[config.mk]
export PLATFORM = sky130hd
export DESIGN_NAME = i2s_tx
export DESIGN_NICKNAME = d
export VERILOG_FILES = /design/src/rtl/i2s_pkg.sv /design/src/rtl/i2s_bck_gen.sv /design/src/rtl/i2s_tx.sv
export SDC_FILE = /design/constraint.sdc
export NUM_CORES = 1
export LEC_CHECK = 0
export CAP_MARGIN = 20
export CORE_ASPECT_RATIO = 1.5
export CORE_UTILIZATION = 57
export DETAILED_ROUTE_END_ITERATION = 7
export GPL_ROUTABILITY_DRIVEN = 1
export PLACE_DENSITY_LB_ADDON = 0.3
export REMOVE_ABC_BUFFERS = 1
export SYNTH_ARGS = -nofsm -noshare
export SYNTH_HDL_FRONTEND = slang
export SYNTH_HIERARCHICAL = 1
export SYNTH_SLANG_ARGS = --single-unit
[constraint.sdc]
create_clock -name clk -period 3.62 [get_ports clk]
set_clock_uncertainty 0.1 [all_clocks]
set_input_delay 0.724 -clock clk [delete_from_list [all_inputs] [get_ports clk]]
set_output_delay 0.724 -clock clk [all_outputs]
set_load 0.005 [all_outputs]
[src/rtl/i2s_pkg.sv]
// Shared constants and types for the I2S transmitter.
package i2s_pkg;
  localparam int FRAME_BITS    = 32;
  localparam int SLOT_BITS     = 16;
  localparam int LOAD_SLOT     = 1;
  localparam int WS_RIGHT_SLOT = 16;
  localparam int SLOT_CNT_W    = $clog2(FRAME_BITS);

  typedef struct packed {
    logic signed [15:0] l;
    logic signed [15:0] r;
  } sample_pair_t;
endpackage

[src/rtl/i2s_bck_gen.sv]
// Bit-clock divider: toggles BCK every max(div,1)+1 clk and flags the falling edge.
module i2s_bck_gen #(
  parameter int DIV_W = 8
) (
  input  logic             clk,
  input  logic             rst_n,
  input  logic [DIV_W-1:0] div_i,
  output logic             bck_o,
  output logic             fall_tick_o
);
  logic [DIV_W-1:0] cnt_q, cnt_d, lim;
  logic             bck_q, bck_d, tick;

  // >= rather than == so a shrinking div never lets cnt run the full wrap.
  always_comb begin
    lim   = (div_i == '0) ? DIV_W'(1) : div_i;
    tick  = (cnt_q >= lim);
    cnt_d = tick ? '0 : cnt_q + DIV_W'(1);
    bck_d = tick ? ~bck_q : bck_q;
  end

  always_ff @(posedge clk or negedge rst_n) begin
    if (!rst_n) begin
      cnt_q <= '0;
      bck_q <= 1'b0;
    end else begin
      cnt_q <= cnt_d;
      bck_q <= bck_d;
    end
  end

  assign bck_o       = bck_q;
  assign fall_tick_o = tick & bck_q;
endmodule

[src/rtl/i2s_tx.sv]
// Philips I2S serializer: 32-bit frames, one-deep holding buffer, underrun repeat.
module i2s_tx
  import i2s_pkg::*;
#(
  parameter int DIV_W  = 8,
  parameter int STEREO = 1
) (
  input  logic               clk,
  input  logic               pll_lock,
  input  logic [DIV_W-1:0]   div,
  input  logic               mute,
  input  logic               in_valid,
  output logic               in_ready,
  input  logic signed [15:0] in_l,
  input  logic signed [15:0] in_r,
  output logic               hp_bck,
  output logic               hp_ws,
  output logic               hp_din,
  output logic               frame_strobe,
  output logic               underrun
);
  logic                  fall_tick, load, accept;
  logic [SLOT_CNT_W-1:0] slot_q, slot_d;
  logic                  ws_q, ws_d;
  logic [FRAME_BITS-1:0] shift_q, shift_d;
  logic                  full_q, full_d;
  logic                  strobe_q, strobe_d, under_q, under_d;
  logic signed [15:0]    avg;
  sample_pair_t          buf_q, buf_d, last_q, last_d, load_pair;

  function automatic logic signed [15:0] mono_avg(input logic signed [15:0] a,
                                                  input logic signed [15:0] b);
    logic signed [16:0] sum;
    sum = {a[15], a} + {b[15], b};
    return sum[16:1];
  endfunction

  i2s_bck_gen #(.DIV_W(DIV_W)) u_bck (
    .clk         (clk),
    .rst_n       (pll_lock),
    .div_i       (div),
    .bck_o       (hp_bck),
    .fall_tick_o (fall_tick)
  );

  always_comb begin
    load      = fall_tick && (slot_q == SLOT_CNT_W'(LOAD_SLOT - 1));
    accept    = in_valid && !full_q;
    load_pair = full_q ? buf_q : last_q;
    avg       = mono_avg(in_l, in_r);
    slot_d    = slot_q;
    ws_d      = ws_q;
    shift_d   = shift_q;
    full_d    = full_q;
    buf_d     = buf_q;
    last_d    = last_q;
    strobe_d  = 1'b0;
    under_d   = 1'b0;
    if (fall_tick) begin
      slot_d  = slot_q + SLOT_CNT_W'(1);
      ws_d    = (slot_d >= SLOT_CNT_W'(WS_RIGHT_SLOT));
      shift_d = load ? (mute ? '0 : load_pair) : {shift_q[FRAME_BITS-2:0], 1'b0};
    end
    // Last-pair keeps the unmuted pair so a later repeat plays real audio.
    if (load) begin
      strobe_d = 1'b1;
      under_d  = !full_q;
      last_d   = load_pair;
      full_d   = 1'b0;
    end
    if (accept) begin
      full_d  = 1'b1;
      buf_d.l = (STEREO != 0) ? in_l : avg;
      buf_d.r = (STEREO != 0) ? in_r : avg;
    end
  end

  always_ff @(posedge clk or negedge pll_lock) begin
    if (!pll_lock) begin
      slot_q   <= '0;
      ws_q     <= 1'b0;
      shift_q  <= '0;
      full_q   <= 1'b0;
      last_q   <= '0;
      strobe_q <= 1'b0;
      under_q  <= 1'b0;
    end else begin
      slot_q   <= slot_d;
      ws_q     <= ws_d;
      shift_q  <= shift_d;
      full_q   <= full_d;
      last_q   <= last_d;
      strobe_q <= strobe_d;
      under_q  <= under_d;
    end
  end

  // Buffer contents are qualified by full_q, so they need no reset.
  always_ff @(posedge clk) begin
    buf_q <= buf_d;
  end

  assign in_ready     = !full_q;
  assign hp_ws        = ws_q;
  assign hp_din       = shift_q[FRAME_BITS-1];
  assign frame_strobe = strobe_q;
  assign underrun     = under_q;
endmodule
; ---- After elaboration in Yosys (flattened, before gate mapping)
; Index checks and enable logic that the tools add are counted.
; W data, S select, Z words.
[word_totals]
wordCells = 33
output_inout_bits = 6
ff_bits = 114
input_bits = 44
[classes]
bitwise_logic = 2
order_cmp = 2
add_sub_neg = 2
reduce_logical = 6
muxes = 9
[op_table]
columns = cell, n
row1 = $mux W32, 3
row2 = $mux W8, 2
row3 = $add A8 B1 Y8 const B, 1
row4 = $ge A8 B8 Y1, 1
row5 = $logic_not A8 Y1, 1
row6 = $add A5 B1 Y5 const B, 1
row7 = $ge A5 B5 Y1 const B, 1
row8 = $logic_not A5 Y1, 1
row9 = $mux W1, 4
row10 = $logic_and A1 B1 Y1, 2
row11 = $reduce_bool A2 Y1, 1
row12 = $and A1 B1 Y1, 1
row13 = $logic_not A1 Y1, 1
row14 = $not A1 Y1, 1

; ---- Longest topological paths before layout
; Gate-level depths: netlist of run 1.
[logic_depth]
depth_word = 7
depth_mapped = 12
depth_no_buf = 10

; ---- Modules after synthesis
; Netlist of run 1, hierarchy kept.
[by_module_without_submodules]
columns = mod, area_per_inst_um2, seq_area_each_um2, cells_per_inst, instances
row1 = i2s_tx, 4371.7, 2762.6, 315, 1
row2 = i2s_bck_gen, 610.6, 225.2, 62, 1

; ---- Least setup slack after synthesis of run 1
; Ideal clock, no wire load.
[synth_path]
path_type = input -> register
from = in div[3]
to = reg shift_q[22]
required_time_ns = 3.394
arrival_ns = 3.220
slack_ns = 0.174
path_stages = 12
path_cell_list = nor4_1 -> a41o_1 -> ha_1 -> nand2b_1 -> a2111oi_2 -> o41ai_4 -> and2_1 -> buf_2 -> inv_2 -> nor2_1 -> clkbuf_1 -> a221o_1
[synth_via]
elab_chain_len = 6
[synth_rtl]
columns = element, line_no
row1 = from (decl), i2s_tx.sv:10  ; input logic [DIV_W-1:0] div,
row2 = $logic_not A8 Y1, i2s_bck_gen.sv:16  ; lim = (div_i == '0) ? DIV_W'(1) : div_i;
row3 = $mux W8 *, i2s_bck_gen.sv:16
row4 = $ge A8 B8 Y1 *, i2s_bck_gen.sv:17  ; tick = (cnt_q >= lim);
row5 = $and A1 B1 Y1 *, i2s_bck_gen.sv:33  ; assign fall_tick_o = tick & bck_q;
row6 = net fall_tick, i2s_tx.sv:22  ; logic fall_tick, load, accept;
row7 = $logic_and A1 B1 Y1, i2s_tx.sv:47  ; load = fall_tick && (slot_q == SLOT_CNT_W'(LOAD_SLOT - 1));
row8 = $mux W32, i2s_tx.sv:62  ; shift_d = load ? (mute ? '0 : load_pair) : {shift_q[FRAME_BITS-2:0], 1'b0};
row9 = to (signal assigned), i2s_tx.sv:90  ; shift_q <= shift_d;
row10 = to (decl), i2s_tx.sv:25  ; logic [FRAME_BITS-1:0] shift_q, shift_d;
; The timed path passes the listed nets; every way through them passes the cells marked *.
; A chain may end at the register's enable or synchronous reset.

; ---- Worst setup path after layout of run 1
[layout_path]
from = in div[3]
to = reg shift_q[13]
; Same word-level chain as after synthesis.

==> results of run 1 <==
## layer usage
metal | up-vias | part of all wire [%] | global-route usage, %
met5 | - | 0 | 0
met4 | 0 | 2.1 | 13.2
met3 | 21 | 3.8 | 6.88
met2 | 108 | 55 | 42.5
met1 | 1674 | 39 | 27.6
li1 | 1526 | - | -
## worst register-to-register path, delay by kind of cell, from the launching register on
family          cells  cell delay, ns
simple gates        1            1.03
buf+inv             2            0.51
flops               1            0.41
compound gates      2            0.33
fa+ha+maj           1            0.16
## kinds of logic (layout without fill, tap and decap cells)
logic type / after synthesis / after routing / synth area share, %
DFF: 113 / 113 / 60.0
AOI/OAI and AO/OA: 100 / 100 / 14.1
and+or+nand+nor: 67 / 67 / 9.94
buffers and inverters: 41 / 113 / 4.42
muxes: 34 / 34 / 6.88
adders and majority gates: 11 / 11 / 2.76
xor gates and xnor gates: 11 / 11 / 1.93
## registers in the layout (all words and copies together), names as in the netlist
| signal | flops |
|---|---|
| buf_q | 32 |
| frame_strobe | 1 |
| full_q | 1 |
| last_q | 32 |
| shift_q | 32 |
| slot_q | 5 |
| u_bck/bck_o | 1 |
| u_bck/cnt_q | 8 |
| underrun | 1 |
## final cells by class
class                           instances  area, um2
Sequential cell                       113       2990
Fill cell                             559       2180
Clock inverter                         11        185
Timing Repair Buffer                   67        693
Inverter                               14       52.6
Clock buffer                           21        450
Tap cell                              107        134
Multi-Input combinational cell        223       1780
## worst max-delay path by stage
stage	startpoint	end	slack [ns]
2_1_floorplan	div[3]	shift_q[25]	-0.53
3_3_place_gp	div[3]	shift_q[31]	-0.03
3_5_place_dp	div[3]	last_q[6]	-0.12
4_1_cts	div[3]	last_q[10]	0.27
5_1_grt	div[3]	last_q[10]	0.10
6_report	div[3]	shift_q[13]	0.25
## cell usage after synthesis, types with 3 or more instances
master	instances	share of area, %
mux2i_1	32	6.4
ha_1	11	2.8
nor3_2	30	6.0
o21ai_0	61	6.1
clkbuf_1	15	1.1
a221o_1	31	6.2
buf_2	8	0.80
xnor2_1	4	0.70
xor2_1	7	1.2
edfxtp_1	32	19
inv_1	13	0.98
nor2_1	14	1.1
nand2_1	4	0.30
nand3_1	5	0.50
dfrtp_1	81	41
buf_12	3	1.2
## power by group
| part | switching, mW | internal, mW | total [mW] |
|---|---|---|---|
| clock | 0.551 | 1.23 | 1.78 |
| sequential | 0.193 | 1.59 | 1.78 |
| combinational | 0.541 | 0.409 | 0.950 |
## metrics by stage
stage	total power [mW]	TNS, ns	hold WS (ns)
3_5_place_dp	2.72	-4.63	0.391
6_report	4.52	0	0.0445
5_1_grt	4.72	0	0.0379
3_3_place_gp	2.66	-0.366	0.388
4_1_cts	4.53	0	0.409
2_1_floorplan	2.36	-15.94	0.328
==> results.yml, run 1 <==
final_layout:
  diodes: 0
  final_layout_size_suffix_gt1_share_pct: 20.0
  final_common_cell: "dfrtp_1"
  mostFrequentLayoutCells: "dfrtp_1, o21ai_0, clkdlybuf4s50_1, mux2i_1, edfxtp_1"
  finalNetCount: 491
  synthToLayoutAreaGrowth_pct: 26.2
  stdcell_count: 556
  fin_util_pct: 74.3
  final_design_area_no_fill_um2: 6290
detailed_routing:
  antenna_left: 0
  vias: 3329
  drc: 0
  drt_iter0_drc: 196
  vias_per_cell: 5.99
  drt_pass1_iterations: 4
  drt_wl_total_um: 10200
  wl_per_cell_um: 18.3
logic_synthesis:
  synth-async-reset-ratio_pct: 71.7
  synth_edf_count: 32
  ys_warn_count: 6
  ys.flop_type: "dfrtp_1"
  ys_seq_elements: 113
  ys_types: 36
  syn_area_um2: 4980
  syn-instance-count: 377
  yosysSeqAreaShare_pct: 60.0
  syn_area_per_cell_um2: 13.2
power_and_ir_drop:
  cellLeakagePower_nw: 2.85
  ir_worst_vdd_uv: 476
  power_density_nw_per_um2: 718
critical_path:
  path_buf_inv: 2
  slowest_delay_ns: 0.45
  reg2regPathDepth: 6
  r2r_end: "last_q[21]"
  critical_path_class: "primary input to flip-flop"
  cp_top_family: "compound AO/OA/AOI/OAI gates"
  crit_chain: "clkdlybuf4s50_1 -> nor4_1 -> a41o_1 -> ha_1 -> nand2b_1 -> a2111oi_2 -> o41ai_4 -> and2_1 -> nand2b_2 -> buf_12 -> nor3_2 -> a221o_1"
  critPathLaunchType: "primary input"
  arrival_ns: 3.54
  cp_slowest_cell: "a2111oi_2"
  critPathRequiredTime_ns: 3.80
  worstReg2RegStart: "slot_q[0]"
  r2r_setup_slack_ns: 0.94
  cp.depth: 12
  crit_path_max_fanout: 20
  endpoint_kind: "flip-flop"
global_routing:
  gr-total-overflow: 0
  antenna_found_initial: 0
  grt_max_degree: 82
  grt_pass1_vias: 3411
  grt_util_all_layers_pct: 24.6
  grt_pass1_wl_um: 16500
floorplanning:
  die_h_um: 117
  die_area_um2: 9130
  ios: 50
  die_w_um: 78.3
  std_cell_rows: 41
  core_um2: 8460
  start_util_pct: 58.9
clock_tree:
  numCtsBuffers: 17
  clock-sinks: 113
  cts_setup_buffers: 0
  cts_tree: "yes"
  clk_pin_slew_ns: 0.05
  clockBufferDepth: 2
  clk-insertion-delay-late_ns: 0.41
  cts_max_level: 4
  cts_root_buf: "clkbuf_16"
  postCtsHoldBufs: 0
  cts-resized-gates: 0
min_path:
  min_path_type: "primary input to asynchronous set/reset pin"
sta:
  timing.fmax_ghz: 0.297
  slew_headroom_pct: 35.4
  setup_ws_ns: 0.255
  finalHoldViolations: 0
  post-route-period-util_pct: 93.0
  worstMarginPinSlew_ns: 0.969
  rsz0062_at_grt: "false"
  drv_slew: 0
  setup_viol: 0
  post-route-min-period_ns: 3.37
placed_design:
  placed_cells: 523
  io_buffer_count: 49
  place_ws_ns: -0.121
  hpwl_um: 6090
  place_congestion: 0.776
  dpl_cell_area_um2: 5620
job:
  maxCapViolations: 0
status:
  outcome: "complete, no violations"
Power figures use the tool's default switching activity.
==> run 2: changes to the inputs <==
CTS_CLUSTER_SIZE = 28   (was not set)
SYNTH_HIERARCHICAL = not set   (was 1)
==> run 2 against run 1 <==
Effect of this change:
- clock power down 9%
- via count down 1.5%
- global-route usage down 1.5 points
- critical path depth is 1 lower
- total power grew 1.6%
- count of clock-buffer cells in the layout rose by 9
- area after synthesis grew 1.6%
- final area grew 0.40%
- non-clock buffer count decreased by 6
- combinational power grew 15%
- largest cell class unchanged
- highest routed layer unchanged
==> results.yml, run 2 <==
logic_synthesis:
  synth-async-reset-ratio_pct: 71.7
  synth.most_common_cell: "dfrtp_1"
  ys_warn_count: 0
  yosysTopAreaCellShare_pct: 40.1
  syn-instance-count: 408
  syn_area_um2: 5060
  synthTopCellsByCount: "dfrtp_1, a21oi_1, nor2_1"
  syn_area_per_cell_um2: 12.4
  synthTopCellsByArea: "dfrtp_1, edfxtp_1, mux2_4"
  ys.flop_type: "dfrtp_1"
  ys_types: 35
  yosysTopAreaCell: "dfrtp_1"
  ys_seq_elements: 113
  yosysSeqAreaShare_pct: 59.1
  synth_edf_count: 32
power_and_ir_drop:
  switching_share_pct: 29.1
  cellLeakagePower_nw: 2.98
  power_frac_seq_pct: 41.0
  switchingPower_mw: 1.33
  power.clock.fraction_pct: 35.2
  finalPower_mw: 4.59
  p_comb_share_pct: 23.8
  power_density_nw_per_um2: 727
  ir_worst_vdd_uv: 550
  intPower_mw: 3.25
sta:
  timing.fmax_ghz: 0.317
  post-route-min-period_ns: 3.15
  post-route-period-util_pct: 87.1
  finalHoldViolations: 0
  rsz0062_at_grt: "false"
  drv_slew: 0
  setup_viol: 0
  worstMarginPinSlew_ns: 0.679
  slew_headroom_pct: 54.8
critical_path:
  worstReg2RegStart: "slot_q[0]"
  arrival_ns: 3.32
  reg2regPathDepth: 7
  cpMostUsedCell: "buf_4"
  critPathRequiredTime_ns: 3.79
  endpoint_kind: "flip-flop"
  cp_top_family: "compound AO/OA/AOI/OAI gates"
  cp.depth: 11
  path_buf_inv: 3
  cp_slowest_cell: "a2111oi_2"
  slowest_delay_ns: 0.46
  startpoint: "div[5]"
  critPathLaunchType: "primary input"
  crit_chain: "clkdlybuf4s50_1 -> nor4_1 -> a41o_1 -> ha_1 -> nand2b_1 -> a2111oi_2 -> buf_4 -> o32ai_4 -> buf_4 -> nor2_1 -> a21oi_1"
  critical_path_class: "primary input to flip-flop"
  crit_path_max_fanout: 22
global_routing:
  grt_util_all_layers_pct: 23.1
  grt_pass1_vias: 3474
  grt_pass1_wl_um: 16200
  grt_max_degree: 82
  gr-total-overflow: 0
  antenna_found_initial: 0
placed_design:
  place_congestion: 0.805
  hpwl_um: 5920
  io_buffer_count: 49
clock_tree:
  cts_root_buf: "clkbuf_16"
  clockBufferDepth: 2
  cts-resized-gates: 0
  cts_setup_buffers: 0
  cts_max_level: 4
  clk_pin_slew_ns: 0.06
  clock-sinks: 113
  postCtsHoldBufs: 0
  numCtsBuffers: 17
  cts_tree: "yes"
  clk-insertion-delay-late_ns: 0.40
final_layout:
  top_regs: "buf_q (32), last_q (32), shift_q (32)"
  final_common_cell: "dfrtp_1"
  finalNetCount: 518
  mostFrequentLayoutCells: "dfrtp_1, a21oi_1, clkdlybuf4s50_1, nor2_1, nor3_1"
  synthToLayoutAreaGrowth_pct: 24.7
  diodes: 0
  fin_util_pct: 74.1
  final_layout_size_suffix_gt1_share_pct: 17.0
detailed_routing:
  drt_iter0_drc: 151
  drc: 0
  vias: 3278
  drt_wl_total_um: 9600
  vias_per_cell: 5.62
  antenna_left: 0
  wl_per_cell_um: 16.5
  drt_pass1_iterations: 4
floorplanning:
  std_cell_rows: 41
  die_h_um: 117
  die_area_um2: 9270
  start_util_pct: 59.4
  core_um2: 8520
  ios: 50
  die_w_um: 78.9
status:
  outcome: "complete, no violations"
min_path:
  min_path_type: "primary input to asynchronous set/reset pin"
job:
  maxCapViolations: 0
[run 2: worst paths after layout]
path                               endpoint  slack [ns]
worst max register to register   last_q[29]        1.10
worst min-delay path              last_q[2]        0.05
worst max-delay path             shift_q[8]        0.47
min in group clk                 shift_q[0]        0.40
max in group asynchronous       shift_q[14]        2.78
worst min register to register   shift_q[0]        0.40
[run 2: worst reg2reg max path, stage by stage, from the launching register on]
cell	delay [ns]
dfrtp_1	0.38
inv_1	0.13
ha_1	0.16
or4b_4	0.77
inv_2	0.17
nand4_4	0.15
buf_4	0.23
mux2_4	0.30
[run 2: cell type report]
class	count	area, um2
inverter	14	52.6
sequential	113	2990
clock inverter	2	10.0
fill	574	2200
timing repair buffer	61	623
clock buffer	30	587
multi-input combinational	256	1920
tap	107	134
[run 2: logic make-up after synthesis]
| family | Yosys count | share of synthesized area (%) |
|---|---|---|
| DFF | 113 | 59.1 |
| buffers and inverters | 39 | 3.61 |
| AOI/OAI and AO/OA | 74 | 8.09 |
| adders and majority gates | 11 | 2.72 |
| and+or+nand+nor | 97 | 9.20 |
| xor gates and xnor gates | 10 | 1.73 |
| muxes | 64 | 15.6 |
[run 2: power groups by stage]
stage / registers [mW] / logic [mW] / clock network, mW
2_1_floorplan: 1.83 / 0.781 / 0
3_3_place_gp: 1.87 / 1.02 / 0
3_5_place_dp: 1.89 / 1.07 / 0
4_1_cts: 1.88 / 1.09 / 1.63
5_1_grt: 1.92 / 1.23 / 1.70
6_report: 1.88 / 1.09 / 1.62
[run 2: layer usage]
layer / vias to the layer above / track usage (%) / routed length (um)
met3: 18 / 7.39 / 293
met4: 0 / 7.73 / 180
met2: 67 / 39.5 / 5120
met5: - / 0 / 0
li1: 1564 / - / -
met1: 1629 / 27.0 / 4010
[run 2: metrics by stage]
stage | setup TNS (ns) | area [um2] | hold WS, ns | instances | setup slack [ns]
after global routing | 0 | 6310 | 0.0385 | 583 | 0.266
final | 0 | 6310 | 0.0483 | 583 | 0.467
after CTS | 0 | 6280 | 0.399 | 582 | 0.441
after floorplan | -74.49 | 4930 | 0.328 | 383 | -2.23
after global placement | 0 | 5690 | 0.368 | 550 | 0.128
after detailed placement | 0 | 5690 | 0.387 | 550 | 0.0353
==> run 3: changes to the inputs <==
ABC_AREA = 1   (was not set)
SETUP_SLACK_MARGIN = 0.2   (was not set)
==> run 3 against run 2 <==
Effect of this change:
- die area up 3.6%
- sequential power rose by 6%
- first-iteration DRC count increased to 2.7 times the previous value
- maximum frequency rose by 8.2%
- global-route usage is 3.6 points higher
- sequential share of layout area decreased by 1.1 points
- combinational power increased by 68%
- hold slack got worse by 0.018 ns
- critical path type unchanged
==> results.yml, run 3 <==
final_layout:
  synthToLayoutAreaGrowth_pct: 23.1
  multiInputGateArea_um2: 1980
  final_common_cell: "nand2_1"
  final_layout_size_suffix_gt1_share_pct: 7.32
  final_design_area_no_fill_um2: 6450
  ff_latch_area_um2: 2990
  finalNetCount: 698
  mostFrequentLayoutCells: "nand2_1, dfrtp_1, o21ai_0, clkdlybuf4s50_1, nand4_1"
  diodes: 0
  fillerInstances: 621
  top_regs: "buf_q (32), last_q (32), shift_q (32)"
critical_path:
  arrival_ns: 3.11
  crit_path_max_fanout: 35
  critical_path_class: "primary input to flip-flop"
  reg2regPathDepth: 8
  cp-endpoint: "last_q[25]"
  endpoint_kind: "flip-flop"
  r2r_end: "last_q[25]"
  startpoint: "div[3]"
  worstReg2RegStart: "u_bck.cnt_q[6]"
  critPathRequiredTime_ns: 3.81
  critPathLaunchType: "primary input"
  r2r_setup_slack_ns: 1.30
power_and_ir_drop:
  power_density_nw_per_um2: 876
  finalPower_mw: 5.65
  cellLeakagePower_nw: 3.12
  ir_worst_vdd_uv: 731
detailed_routing:
  wl_per_cell_um: 14.4
  antenna_left: 0
  drt_pass1_iterations: 5
  drt_wl_total_um: 11100
  vias: 4220
  drc: 0
  drt_iter0_drc: 415
  vias_per_cell: 5.51
placed_design:
  hpwl_um: 6230
  place_congestion: 0.794
  place_ws_ns: 0.322
  dpl_cell_area_um2: 5770
  io_buffer_count: 49
sta:
  timing.fmax_ghz: 0.343
  finalHoldViolations: 0
  post-route-period-util_pct: 80.5
  worstMarginPinSlew_ns: 0.488
  post-route-min-period_ns: 2.91
  rsz0062_at_grt: "false"
  slew_headroom_pct: 67.4
  setup_ws_ns: 0.706
  setup_viol: 0
  holdWs_ns: 0.0307
  drv_slew: 0
logic_synthesis:
  synthTopCellsByCount: "nand2_1, dfrtp_1, o21ai_0"
  synth.most_common_cell: "nand2_1"
  ys_types: 25
  syn_area_per_cell_um2: 8.68
  ys.flop_type: "dfrtp_1"
  syn-instance-count: 604
  synthTopCellsByArea: "dfrtp_1, nand2_1, edfxtp_1"
  ys_seq_elements: 113
  synth_edf_count: 32
  yosysTopAreaCell: "dfrtp_1"
  yosysTopAreaCellShare_pct: 38.7
  ys_warn_count: 0
  syn_area_um2: 5240
  yosysSeqAreaShare_pct: 57.0
  synth-async-reset-ratio_pct: 71.7
floorplanning:
  core_um2: 8880
  die_w_um: 80.3
  die_h_um: 119
  die_area_um2: 9600
  std_cell_rows: 42
  start_util_pct: 59.0
  ios: 50
global_routing:
  grt_pass1_wl_um: 19200
  gr-total-overflow: 0
  grt_max_degree: 97
  antenna_found_initial: 0
  grt_util_all_layers_pct: 26.6
  grt_pass1_vias: 4262
clock_tree:
  cts_root_buf: "clkbuf_16"
  clk-insertion-delay-late_ns: 0.42
  cts_tree: "yes"
  clk_pin_slew_ns: 0.05
  clockBufferDepth: 2
  postCtsHoldBufs: 0
  numCtsBuffers: 17
  clock-sinks: 113
  cts_setup_buffers: 0
  cts_max_level: 4
  cts-resized-gates: 0
job:
  maxCapViolations: 0
min_path:
  min_path_type: "primary input to asynchronous set/reset pin"
status:
  outcome: "complete, no violations"
## run 3: per-stage QoR
step / setup TNS, ns / util (%) / instances
finish: 0 / 72.7 / 766
floorplan: -20.29 / - / 565
detailed placement: 0 / 65.0 / 733
global route: 0 / 72.7 / 766
global placement: 0 / 65.0 / 733
CTS: 0 / 72.4 / 765
## run 3: how the worst min path moves through the flow
stage                     startpoint            to  slack (ns)  depth (start not counted)
after global placement    last_q[20]    last_q[20]        0.35                          2
final                       pll_lock   shift_q[30]        0.03                          1
after floorplan             pll_lock  frame_strobe        0.33                          0
after global routing        pll_lock   shift_q[30]        0.02                          1
after detailed placement   last_q[2]     last_q[2]        0.36                          2
after CTS                  last_q[2]     last_q[2]        0.37                          2
## run 3: critical path, cell delays in order
cell and delay [ns]:
clkdlybuf4s50_1 0.46, inv_1 0.06, nand3_1 0.08, nor3_1 0.05, a31o_2 0.20, ha_1 0.17, inv_1 0.06, nand2_1 0.04
nand2_1 0.05, nand2_1 0.05, nand2_1 0.05, nand2_1 0.05, nand3_2 0.30, nand3_4 0.46, nand2_1 0.21, nand2_1 0.07
## run 3: layout make-up
| cell class | instances | share of cell area [%] |
|---|---|---|
| Clock buffer | 23 | 7.89 |
| Tap cell | 110 | 2.13 |
| Multi-Input combinational cell | 430 | 30.7 |
| Inverter | 22 | 1.28 |
| Timing Repair Buffer | 59 | 9.42 |
| Clock inverter | 9 | 2.31 |
| Sequential cell | 113 | 46.3 |
## run 3: per-layer routing
| layer | vias up | share of wire, % | GRT usage (%) |
|---|---|---|---|
| met2 | 123 | 52 | 45.4 |
| li1 | 2056 | - | - |
| met1 | 2017 | 41 | 31.0 |
| met3 | 24 | 4.5 | 7.74 |
| met4 | 0 | 2.3 | 10.7 |
| met5 | - | 0 | 0 |
## run 3: logic make-up (layout without fill, tap and decap cells)
family / count (synthesis) / count (layout) / synth area share (%)
AOI/OAI and AO/OA: 70 / 70 / 6.80
xor gates and xnor gates: 6 / 6 / 1.00
adders and majority gates: 11 / 11 / 2.62
buffers and inverters: 61 / 113 / 5.39
DFF: 113 / 113 / 57.0
and+or+nand+nor: 343 / 343 / 27.2
## run 3: power breakdown
part / total [mW] / switching (mW) / internal (mW) / leakage, nW
Sequential: 2.00 / 0.241 / 1.76 / 1.33
Combinational: 1.83 / 1.22 / 0.610 / 1.46
Clock: 1.82 / 0.559 / 1.26 / 0.328
